<file path="src/rtl/light_sensor_acq_if.sv">
// ADC handshake bundle between the acquisition stage (master) and the sensor mux/converter (slave).
interface light_sensor_acq_if;
    logic [1:0] adc_ch;
    logic       adc_start;
    logic       adc_done;
    logic [7:0] adc_data;

    modport master (output adc_ch, output adc_start, input adc_done, input adc_data);
    modport slave  (input adc_ch, input adc_start, output adc_done, output adc_data);
endinterface

</file>
<file path="src/rtl/light_sensor_acq.sv">
// Light-sensor acquisition: cycles the shared ADC over N/E/S/W, averages 2^AVG_LOG2 samples per
// channel and publishes a coherent frame. Optional macro LS_ADC_TIMEOUT_EN adds a WAIT timeout.
module light_sensor_acq #(
    parameter int AVG_LOG2    = 2,
    parameter int SETTLE      = 4,
    parameter int TIMEOUT_CYC = 255
) (
    input  logic               clk,
    input  logic               rst_n,
    light_sensor_acq_if.master adc,
    output logic [7:0]         lsn,
    output logic [7:0]         lse,
    output logic [7:0]         lss,
    output logic [7:0]         lsw,
    output logic               frame_valid,
    output logic               adc_err
);
    localparam int ACC_W = 8 + AVG_LOG2;
    localparam int CNT_W = AVG_LOG2 + 1;
    localparam int SET_W = $clog2(SETTLE + 2);
    localparam logic [CNT_W-1:0] LAST_SAMPLE = CNT_W'((1 << AVG_LOG2) - 1);

    typedef enum logic [2:0] {ST_IDLE, ST_SETTLE, ST_START, ST_WAIT, ST_PUBLISH} state_t;

    state_t           state;
    logic [CNT_W-1:0] samp_cnt;
    logic [SET_W-1:0] settle_cnt;
    logic [ACC_W-1:0] acc;
    logic [7:0]       shadow [4];
    logic [7:0]       sample;
    logic [ACC_W-1:0] sum;
    logic [7:0]       avg;
    logic             accept;

`ifdef LS_ADC_TIMEOUT_EN
    localparam int TO_W = $clog2(TIMEOUT_CYC + 1);
    logic [TO_W-1:0] wait_cnt;
    logic            err_flag;
    logic            timed_out;
    logic            publish_now;

    // An abandoned conversion falls back to the channel's previous average as its sample.
    assign timed_out   = (state == ST_WAIT) && !adc.adc_done && (wait_cnt == TO_W'(TIMEOUT_CYC - 1));
    assign accept      = (state == ST_WAIT) && (adc.adc_done || timed_out);
    assign publish_now = accept && (samp_cnt == LAST_SAMPLE) && (adc.adc_ch == 2'd3);
    assign sample      = adc.adc_done ? adc.adc_data : shadow[adc.adc_ch];
`else
    logic [31:0] unused_timeout;

    assign unused_timeout = 32'(TIMEOUT_CYC);
    assign accept         = (state == ST_WAIT) && adc.adc_done;
    assign sample         = adc.adc_data;
    assign adc_err        = 1'b0;
`endif

    assign sum = acc + ACC_W'(sample);
    assign avg = 8'(sum >> AVG_LOG2);

    // Sequencer: outputs are registered, so adc_start and frame_valid are set on state entry.
    always_ff @(posedge clk or negedge rst_n) begin
        if (!rst_n) begin
            state           <= ST_IDLE;
            adc.adc_ch      <= 2'd0;
            adc.adc_start   <= 1'b0;
            frame_valid     <= 1'b0;
            lsn             <= 8'd0;
            lse             <= 8'd0;
            lss             <= 8'd0;
            lsw             <= 8'd0;
            acc             <= '0;
            samp_cnt        <= '0;
            settle_cnt      <= '0;
            for (int i = 0; i < 4; i++) shadow[i] <= 8'd0;
        end else begin
            adc.adc_start <= 1'b0;
            frame_valid   <= 1'b0;
            case (state)
                ST_IDLE, ST_PUBLISH: begin
                    adc.adc_ch <= 2'd0;
                    settle_cnt <= '0;
                    if (SETTLE == 0) begin
                        state         <= ST_START;
                        adc.adc_start <= 1'b1;
                    end else begin
                        state <= ST_SETTLE;
                    end
                end
                ST_SETTLE: begin
                    if (settle_cnt == SET_W'(SETTLE - 1)) begin
                        state         <= ST_START;
                        adc.adc_start <= 1'b1;
                    end else begin
                        settle_cnt <= settle_cnt + SET_W'(1);
                    end
                end
                ST_START: state <= ST_WAIT;
                ST_WAIT: begin
                    if (accept) begin
                        if (samp_cnt == LAST_SAMPLE) begin
                            shadow[adc.adc_ch] <= avg;
                            acc                <= '0;
                            samp_cnt           <= '0;
                            if (adc.adc_ch == 2'd3) begin
                                // The last average bypasses its shadow so all four land together.
                                state       <= ST_PUBLISH;
                                frame_valid <= 1'b1;
                                lsn         <= shadow[0];
                                lse         <= shadow[1];
                                lss         <= shadow[2];
                                lsw         <= avg;
                            end else begin
                                adc.adc_ch <= adc.adc_ch + 2'd1;
                                settle_cnt <= '0;
                                if (SETTLE == 0) begin
                                    state         <= ST_START;
                                    adc.adc_start <= 1'b1;
                                end else begin
                                    state <= ST_SETTLE;
                                end
                            end
                        end else begin
                            acc           <= sum;
                            samp_cnt      <= samp_cnt + CNT_W'(1);
                            state         <= ST_START;
                            adc.adc_start <= 1'b1;
                        end
                    end
                end
                default: state <= ST_IDLE;
            endcase
        end
    end

`ifdef LS_ADC_TIMEOUT_EN
    // The error flag collects timeouts over a frame and is handed to adc_err at publish.
    always_ff @(posedge clk or negedge rst_n) begin
        if (!rst_n) begin
            wait_cnt <= '0;
            err_flag <= 1'b0;
            adc_err  <= 1'b0;
        end else begin
            if (state != ST_WAIT) begin
                wait_cnt <= '0;
            end else if (!accept) begin
                wait_cnt <= wait_cnt + TO_W'(1);
            end
            if (publish_now) begin
                adc_err  <= err_flag | timed_out;
                err_flag <= 1'b0;
            end else if (timed_out) begin
                err_flag <= 1'b1;
            end
        end
    end
`endif
endmodule

</file>
<file path="src/flat_wrapper.sv">
// flat-port wrapper written by rule: the top's interface ports become plain ports
module light_sensor_acq_flat 
#(
    parameter int AVG_LOG2    = 2,
    parameter int SETTLE      = 4,
    parameter int TIMEOUT_CYC = 255
)
  (clk, rst_n, lsn, lse, lss, lsw, frame_valid, adc_err, adc_adc_ch, adc_adc_start, adc_adc_done, adc_adc_data);
  light_sensor_acq_if adc_i ();
  input  logic clk;
  input  logic rst_n;
  output logic [7:0] lsn;
  output logic [7:0] lse;
  output logic [7:0] lss;
  output logic [7:0] lsw;
  output logic frame_valid;
  output logic adc_err;
  output wire logic [$bits(adc_i.adc_ch)-1:0] adc_adc_ch;
  output wire logic [$bits(adc_i.adc_start)-1:0] adc_adc_start;
  input wire logic [$bits(adc_i.adc_done)-1:0] adc_adc_done;
  input wire logic [$bits(adc_i.adc_data)-1:0] adc_adc_data;
  assign adc_adc_ch = adc_i.adc_ch;
  assign adc_adc_start = adc_i.adc_start;
  assign adc_i.adc_done = adc_adc_done;
  assign adc_i.adc_data = adc_adc_data;
  light_sensor_acq #(.AVG_LOG2(AVG_LOG2), .SETTLE(SETTLE), .TIMEOUT_CYC(TIMEOUT_CYC)) u_core (.clk(clk), .rst_n(rst_n), .adc(adc_i), .lsn(lsn), .lse(lse), .lss(lss), .lsw(lsw), .frame_valid(frame_valid), .adc_err(adc_err));
endmodule
</file>
<file path="config.mk">
export PLATFORM = sky130hd
export DESIGN_NAME = light_sensor_acq_flat
export DESIGN_NICKNAME = d
export VERILOG_FILES = /design/src/rtl/light_sensor_acq_if.sv /design/src/rtl/light_sensor_acq.sv /design/src/flat_wrapper.sv
export SDC_FILE = /design/constraint.sdc
export NUM_CORES = 1
export LEC_CHECK = 0
export ABC_CLOCK_PERIOD_IN_PS = 5700
export CORE_ASPECT_RATIO = 0.9
export CORE_UTILIZATION = 40
export CTS_CLUSTER_DIAMETER = 30
export CTS_CLUSTER_SIZE = 25
export DETAILED_ROUTE_END_ITERATION = 10
export SYNTH_ARGS = -nofsm -noshare
export SYNTH_HDL_FRONTEND = slang
export SYNTH_SLANG_ARGS = --single-unit
</file>
<file path="constraint.sdc">
create_clock -name clk -period 5.7 [get_ports clk]
set_input_delay 0.855 -clock clk [delete_from_list [all_inputs] [get_ports clk]]
set_output_delay 0.855 -clock clk [all_outputs]
set_load 0.1 [all_outputs]
</file>
# Yosys cells after proc, flatten, opt, wreduce, memory -nomap -nowiden
# Cells that the tools add are included.
# word_totals
wordCells	73
reg_bits	87
# op_classes
n_addsub	4
n_mux	27
reduce_logical	12
order_cmp	2
eq_ne	12
bitwise	1
# ops
operator	n
32-bit bitwise mux	1
3-bit two-way mux	9
8-bit demux with 2-bit select	1
3-bit by 2-bit == test with 1-bit output (second input constant)	4
3-bit case mux with 4 select lines	1
10-bit by 8-bit adder with 10-bit output	1
10-bit two-way mux	1
3-bit case mux with 3 select lines	1
8-bit two-way mux	1
4-bit AND reduction	2
1-bit two-way mux	7
3-bit by 1-bit adder with 3-bit output (second input constant)	2
2-bit two-way mux	3
2-bit != test (second input constant)	3
5-bit AND reduction	1
2-bit by 1-bit != test with 1-bit output (second input constant)	2
2-bit case mux with 2 select lines	1
2-bit AND reduction	2
3-bit by 1-bit == test with 1-bit output (second input constant)	1
3-bit == test (second input constant)	1
3-bit >= comparator (second input constant)	1
3-bit zero test	1
3-bit by 1-bit less-than comparator with 1-bit output (second input constant)	1
2-bit NOT with 3-bit output	1
8 further kinds	9

# Depth between registers and ports, before layout
# Gate-level depths: netlist of run 1.
# logic_depth
depth_word	6
mapped_depth	9
ltp_nobuf	7

# Worst setup path before layout of run 1
# OpenSTA, ideal clock, no wires.
# synth_path
path_type	input to register
from	input port adc_adc_data[0]
to	register u_core.lsw[6]
arrival_time_ns	2.226
path_buffers	0
slack_ns	3.349
required_time_ns	5.575
path_stages	7
cell_sequence	ha_1 > fa_1 > nand3_1 > nand2_1 > a21oi_1 > xnor2_1 > mux2_2
# synth_via
elab_chain_len	1
# synth_rtl
element	line	rtl
from (decl)	flat_wrapper.sv:21	input wire logic [$bits(adc_i.adc_data)-1:0] adc_adc_data;
10-bit by 8-bit adder with 10-bit output	light_sensor_acq.sv:56	assign sum = acc + ACC_W'(sample);
to (signal assigned)	light_sensor_acq.sv:110	lsw <= avg;
to (decl)	light_sensor_acq.sv:14	output logic [7:0] lsw,
# No other way between the ends.
# A chain may end at the register's enable or synchronous reset.

# Worst setup path in the final report of run 1
# layout_path
from	input port adc_adc_done
to	register u_core.lsw[7]
# layout_via
elab_chain_len	2
# layout_rtl
element	line	rtl
from (decl)	flat_wrapper.sv:20	input wire logic [$bits(adc_i.adc_done)-1:0] adc_adc_done;
1-bit logical AND	light_sensor_acq.sv:51	assign accept = (state == ST_WAIT) && adc.adc_done;
4-bit AND reduction (no line)	-	
# No other way between the ends.

==> results of run 1 <==
-- flip-flops by register name, summed over array words and instances, names as in the netlist, 2 cells and up --
register,flops
u_core.shadow,24
u_core.acc,10
u_core.lse,8
u_core.lsn,8
u_core.lss,8
u_core.lsw,8
u_core.samp_cnt,3
u_core.settle_cnt,3
u_core.state,3
u_core.adc.adc_ch,2
-- synthesized netlist by cell type (2+ instances only) --
library cell / instances
a21oi_1: 14
inv_1: 4
mux2_4: 3
nand2b_1: 2
o211ai_1: 2
ha_1: 15
nor2b_1: 4
clkbuf_1: 5
xor2_1: 2
nor3_1: 3
o21ai_0: 11
nor2_1: 8
nand2_1: 97
dfrtp_1: 79
xnor2_1: 5
nand3_1: 8
or3_1: 2
nand3_2: 3
a22o_1: 4
buf_4: 2
buf_6: 4
mux2_2: 28
-- worst reg2reg max path, stage by stage, from the launching register on --
cell and delay (ps):
dfrtp_1 370, ha_1 190, nor2b_1 600, nand3_4 430, inv_2 550, mux2_2 410
-- path summary, 6_finish.rpt --
check / end / slack [ps] / startpoint / cells past startpoint
setup / recovery: u_core.lsw[7]$_DFFE_PN0P_ / 2830 / adc_adc_done / 6
max in group asynchronous: u_core.lsn[0]$_DFFE_PN0P_ / 4400 / rst_n / 1
hold reg to reg: u_core.lsn[2]$_DFFE_PN0P_ / 470 / u_core.shadow[26]$_DFFE_PN0P_ / 2
hold / removal: u_core.lsn[2]$_DFFE_PN0P_ / 470 / u_core.shadow[26]$_DFFE_PN0P_ / 2
min in group asynchronous: u_core.lss[5]$_DFFE_PN0P_ / 670 / rst_n / 1
setup reg to reg: u_core.lsw[7]$_DFFE_PN0P_ / 3040 / u_core.samp_cnt[0]$_DFFE_PN0P_ / 5
-- through the flow --
stage	power [uW]	worst slack (ps)	area, um2	std cells
after floorplan	1290	3350	3600	330
after global placement	1450	2510	4120	483
after detailed placement	1470	2440	4120	483
after CTS	1870	2800	4310	498
after global routing	1980	2640	4310	498
final	1850	2830	4310	498
-- report_power, final --
part	internal, uW	switching, uW
logic	263	410
clock network	199	198
registers	684	94.5
-- kinds of logic (layout without fill, tap and decap cells) --
kind of cell / after synthesis / after routing / share of synthesized area
xor gates and xnor gates: 7 / 7 / 0.0170
adders and majority gates: 16 / 16 / 0.0577
buffers and inverters: 17 / 66 / 0.0285
and+or+nand+nor: 137 / 137 / 0.173
DFF: 79 / 79 / 0.549
AOI/OAI and AO/OA: 42 / 42 / 0.0737
muxes: 31 / 31 / 0.100
other: 1 / 1 / 0.00104
-- area by class of cell --
class	count	area, um2
multi-input combinational	234	1520
tap	119	149
sequential	79	1980
clock inverter	6	61.3
fill	820	4340
inverter	5	18.8
timing repair buffer	46	458
clock buffer	9	124
-- routing by layer --
layer	wire, um	vias up
li1	-	1202
met1	3450	1162
met2	3050	45
met3	294	8
met4	70	0
met5	0	-
==> metrics.csv, run 1 <==
metric,value,unit
status,"finished, final reports clean",
CP required,5930,ps
Yosys reg bits,79,
via count,2417,
largest net degree at the start of global routing,80,
top cell type's share of synthesized area,0.549,
layout cells sized above 1,0.153,
ANT cells,0,
GRT busiest layer,met2,
Initial Util,0.416,
# setup viols final,0,
total routed wirelength,6.86,mm
RSZ-0062 raised after global routing,no,
Bufs on Longest Clock Path,2,
GR met2 Demand/Resource,0.240,
Leak,0.00208,uW
Crit. End Element,register,
Post-Syn Area per Cell,10.9,um2
WL/cell,13.8,um
Num CTS Buffers,9,
"Reg clk slew, reported paths",80,ps
critical path class,input port to register,
grt total ovfl,0,
initial antenna violation count,0,
routing usage on met1,0.235,
Antenna Nets Post-Route,0,
cts hold-fix bufs,0,
Synth area leader,dfrtp_1,
first-pass GRT wire length,11.8,mm
Max Cap Viol,0,
P per Cell Area,429,mW/mm2
clock skew,6.74,ps
CP Max Fanout,32,
fin. max-slew vios,0,
Core Rows,32,
"commonest non-fill, non-tap cell in the layout",nand2_1,
Worst Path Buf+Inv,2,
Cells after Synth,330,
grt met3 use,0.0534,
worst stage delay on the critical path,550,ps
CP Cell Sequence,"clkdlybuf4s50_1, nand2_1, nor2_4, nand3_4, inv_2, mux2_2",
TritonCTS clock tree,built,
post-synth cell types,47,
DIE HEIGHT,92.0,um
slew margin rel.,0.324,
Placer Congestion,0.825,
Post-synth EDFFs,0,
num ports,48,
Final Hold Viols,0,
Final Net Count,402,
vias in the first global route,2404,
CTS H-tree lvls,3,
DR vias/cell,4.85,
Fmax,348,MHz
Sink Count,79,
remaining routing DRC violations,0,
total negative slack,0,ps
Die Wd,102,um
Post CTS Setup Buffer Count,0,
core area,0.00865,mm2
Die Footprint,0.00938,mm2
sequential share of the synthesized area,0.549,
crit path time final,2870,ps
Layout Area Growth over Synthesis,19.7,%
# resized after CTS,0,
Initial DRC Count,119,
crit path launch type,input port,
CP arrival,3100,ps
"commonest non-fill, non-tap cells in the layout","97 x nand2_1, 79 x dfrtp_1, 45 x clkdlybuf4s50_1, 28 x mux2_2, 15 x ha_1",
GRT Total Usage,0.163,
port buffer count,46,
crit share post-route,0.504,
worst min path class,register to register,
clock root cell,clkbuf_8,
Final Util,0.498,
maximum VDD drop,0.267,mV
"Slowest-stage cell, CP",inv_2,
syn_nets,357,
Hold WS,474,ps
first-pass detailed-route iteration total,4,
Async SR Flop Fraction,1.00,
Skew-Pair Late Insertion Delay,340,ps
Synth Flop Type,dfrtp_1,
Top Family by Delay on Critical Path,buffers and inverters,
DPL Wire Length,4.72,mm
Area contributors post-synth,"dfrtp_1 55%, nand2_1 10%, mux2_2 8.8%, ha_1 5.2%, a21oi_1 1.9%",
Syn Std Cell Area,0.00360,mm2
Slew @ Worst Pin,1010,ps
YS warnings,0,
(Power assumes the default switching activity.)
==> run 2: changes to the inputs <==
--- a/config.mk
+++ b/config.mk
@@ -5,7 +5,7 @@
 export SDC_FILE = /design/constraint.sdc
 export NUM_CORES = 1
 export LEC_CHECK = 0
-export ABC_CLOCK_PERIOD_IN_PS = 5700
+export ABC_CLOCK_PERIOD_IN_PS = 2300
 export CORE_ASPECT_RATIO = 0.9
 export CORE_UTILIZATION = 40
 export CTS_CLUSTER_DIAMETER = 30
==> constraint.sdc (replaced) <==
create_clock -name clk -period 2.3 [get_ports clk]
set_input_delay 0.345 -clock clk [delete_from_list [all_inputs] [get_ports clk]]
set_output_delay 0.345 -clock clk [all_outputs]
set_load 0.1 [all_outputs]
==> metrics.csv, run 2 (synthesis results as in run 1) <==
metric,value,unit,change
DPL Wire Length,5.32,mm,+13%
Worst Hold End,u_core.lss[3]$_DFFE_PN0P_,,
Core Rows,32,,unchanged
total routed wirelength,7.37,mm,+7.4%
clock root cell,clkbuf_8,,
Initial Util,0.416,,unchanged
worst min path class,register to register,,
first-pass GRT wire length,12.7,mm,+7.2%
worst stage delay on the critical path,450,ps,-100 ps
Skew-Pair Late Insertion Delay,340,ps,about the same
maximum VDD drop,0.601,mV,+130%
cts hold-fix bufs,1,,+1
TritonCTS clock tree,built,,
Leak,0.00227,uW,+8.7%
Final Util,0.510,,+0.0114
DIE HEIGHT,92.0,um,unchanged
"Slowest-stage cell, CP",clkdlybuf4s50_1,,
vias in the first global route,2586,,+7.6%
Die Footprint,0.00938,mm2,unchanged
flop-to-flop setup slack,340,ps,-2700 ps
CP Max Fanout,4,,-88%
crit share post-route,0.879,,
Final Net Count,425,,+5.7%
fill count,828,,+0.98%
core area,0.00865,mm2,unchanged
ANT cells,0,,unchanged
Reg with most FFs,u_core.shadow,,
Layout Area Growth over Synthesis,22.4,%,
# resized after CTS,0,,unchanged
CP Cell Sequence,"clkdlybuf4s50_1, ha_1, a211oi_1, o21ai_1, a21oi_1, xnor2_1, mux2_2",,
Largest register FFs,24,,unchanged
GRT Total Usage,0.177,,+0.0139
grt total ovfl,0,,unchanged
Post-DP Area,0.00421,mm2,+2.1%
Die Wd,102,um,unchanged
status,"finished, final reports clean",,
Max Cap Viol,0,,unchanged
Sink Count,79,,unchanged
P per Cell Area,1120,mW/mm2,+160%
Hold WS,464,ps,-9.53 ps
biggest regs,"u_core.shadow x24, u_core.acc x10",,
clock skew,11.2,ps,+4.44 ps
WL/cell,14.1,um,+2.7%
Antenna Nets Post-Route,0,,unchanged
setup slack at placement,-82.3,ps,-2520 ps
DR vias/cell,4.84,,-0.18%
crit path launch type,input port,,
via count,2524,,+4.4%
CTS H-tree lvls,3,,unchanged
crit path time final,2020,ps,
RSZ-0062 raised after global routing,no,,
largest net degree at the start of global routing,47,,-41%
"commonest non-fill, non-tap cells in the layout","97 x nand2_1, 79 x dfrtp_1, 58 x buf_4, 28 x mux2_2, 15 x ha_1",,
CP arrival,2250,ps,-850 ps
Placer Congestion,0.820,,-0.61%
layout cells sized above 1,0.286,,+0.133
first-pass detailed-route iteration total,4,,unchanged
R2R depth,7,,+2
Post CTS Setup Buffer Count,0,,unchanged
Fmax,495,MHz,
num ports,48,,unchanged
"commonest non-fill, non-tap cell in the layout",nand2_1,,
R2R Path End,u_core.lsw[6]$_DFFE_PN0P_,,
critical path class,input port to register,,
post-route cell area,0.00441,mm2,+2.3%
Final WS setup,278,ps,-2550 ps
"Reg clk slew, reported paths",90,ps,about the same
Final Hold Viols,0,,unchanged
fin. max-slew vios,0,,unchanged
Crit. End Element,register,,
RR Startpoint,u_core.acc[0]$_DFFE_PN0P_,,
cell depth of the worst hold path,2,,unchanged
Initial DRC Count,83,,-30%
port buffer count,46,,unchanged
remaining routing DRC violations,0,,unchanged
initial antenna violation count,0,,unchanged
# setup viols final,0,,unchanged
Bufs on Longest Clock Path,2,,unchanged
Num CTS Buffers,9,,unchanged
hold_sp,u_core.shadow[11]$_DFFE_PN0P_,,
CP required,2530,ps,-3400 ps
==> run 2: how the worst max path moves through the flow <==
stage / startpoint / to / slack (ps) / depth (start not counted)
floorplan: u_core.adc.adc_ch[0]$_DFFE_PN0P_ / u_core.settle_cnt[0]$_DFFE_PN0P_ / 160 / 5
global placement: adc_adc_data[0] / u_core.lsw[6]$_DFFE_PN0P_ / -30 / 8
detailed placement: adc_adc_data[0] / u_core.lsw[6]$_DFFE_PN0P_ / -80 / 8
CTS: adc_adc_data[1] / u_core.shadow[31]$_DFFE_PN0P_ / 280 / 7
global route: adc_adc_data[1] / u_core.lsw[7]$_DFFE_PN0P_ / 150 / 7
finish: adc_adc_data[1] / u_core.shadow[31]$_DFFE_PN0P_ / 280 / 7
==> run 2: through the flow <==
stage                     TNS (ps)  total power, uW  cells
after CTS                        0             4980    521
after global placement        -291             3910    505
after detailed placement     -1050             3970    505
final                            0             4930    521
after floorplan                  0             3200    330
after global routing             0             5270    521
==> run 2: final cells by class <==
class / instances / area (um2) / share of cell area
sequential: 79 / 1980 / 0.449
multi-input combinational: 234 / 1520 / 0.345
timing repair buffer: 69 / 556 / 0.126
tap: 119 / 149 / 0.0338
clock buffer: 10 / 128 / 0.0290
clock inverter: 5 / 58.8 / 0.0133
inverter: 5 / 18.8 / 0.00426
==> run 2: critical path: cells and delay by family <==
family          cells  cell delay (ps)
compound gates      3              670
xor+xnor            1              160
fa+ha+maj           1              330
buf+inv             1              450
mux                 1              280
==> run 2: power breakdown <==
part | switching (uW) | internal [uW]
Sequential | 217 | 1700
Clock | 494 | 498
Combinational | 1120 | 905
==> run 2: routing by layer <==
| layer | part of all wire | up-vias | wire length [um] | GRT usage |
|---|---|---|---|---|
| met1 | 0.49 | 1235 | 3580 | 0.236 |
| met4 | 0.0098 | 0 | 72 | 0.0488 |
| met3 | 0.027 | 8 | 199 | 0.0389 |
| li1 | - | 1244 | - | - |
| met5 | 0 | - | 0 | 0 |
| met2 | 0.48 | 37 | 3520 | 0.290 |
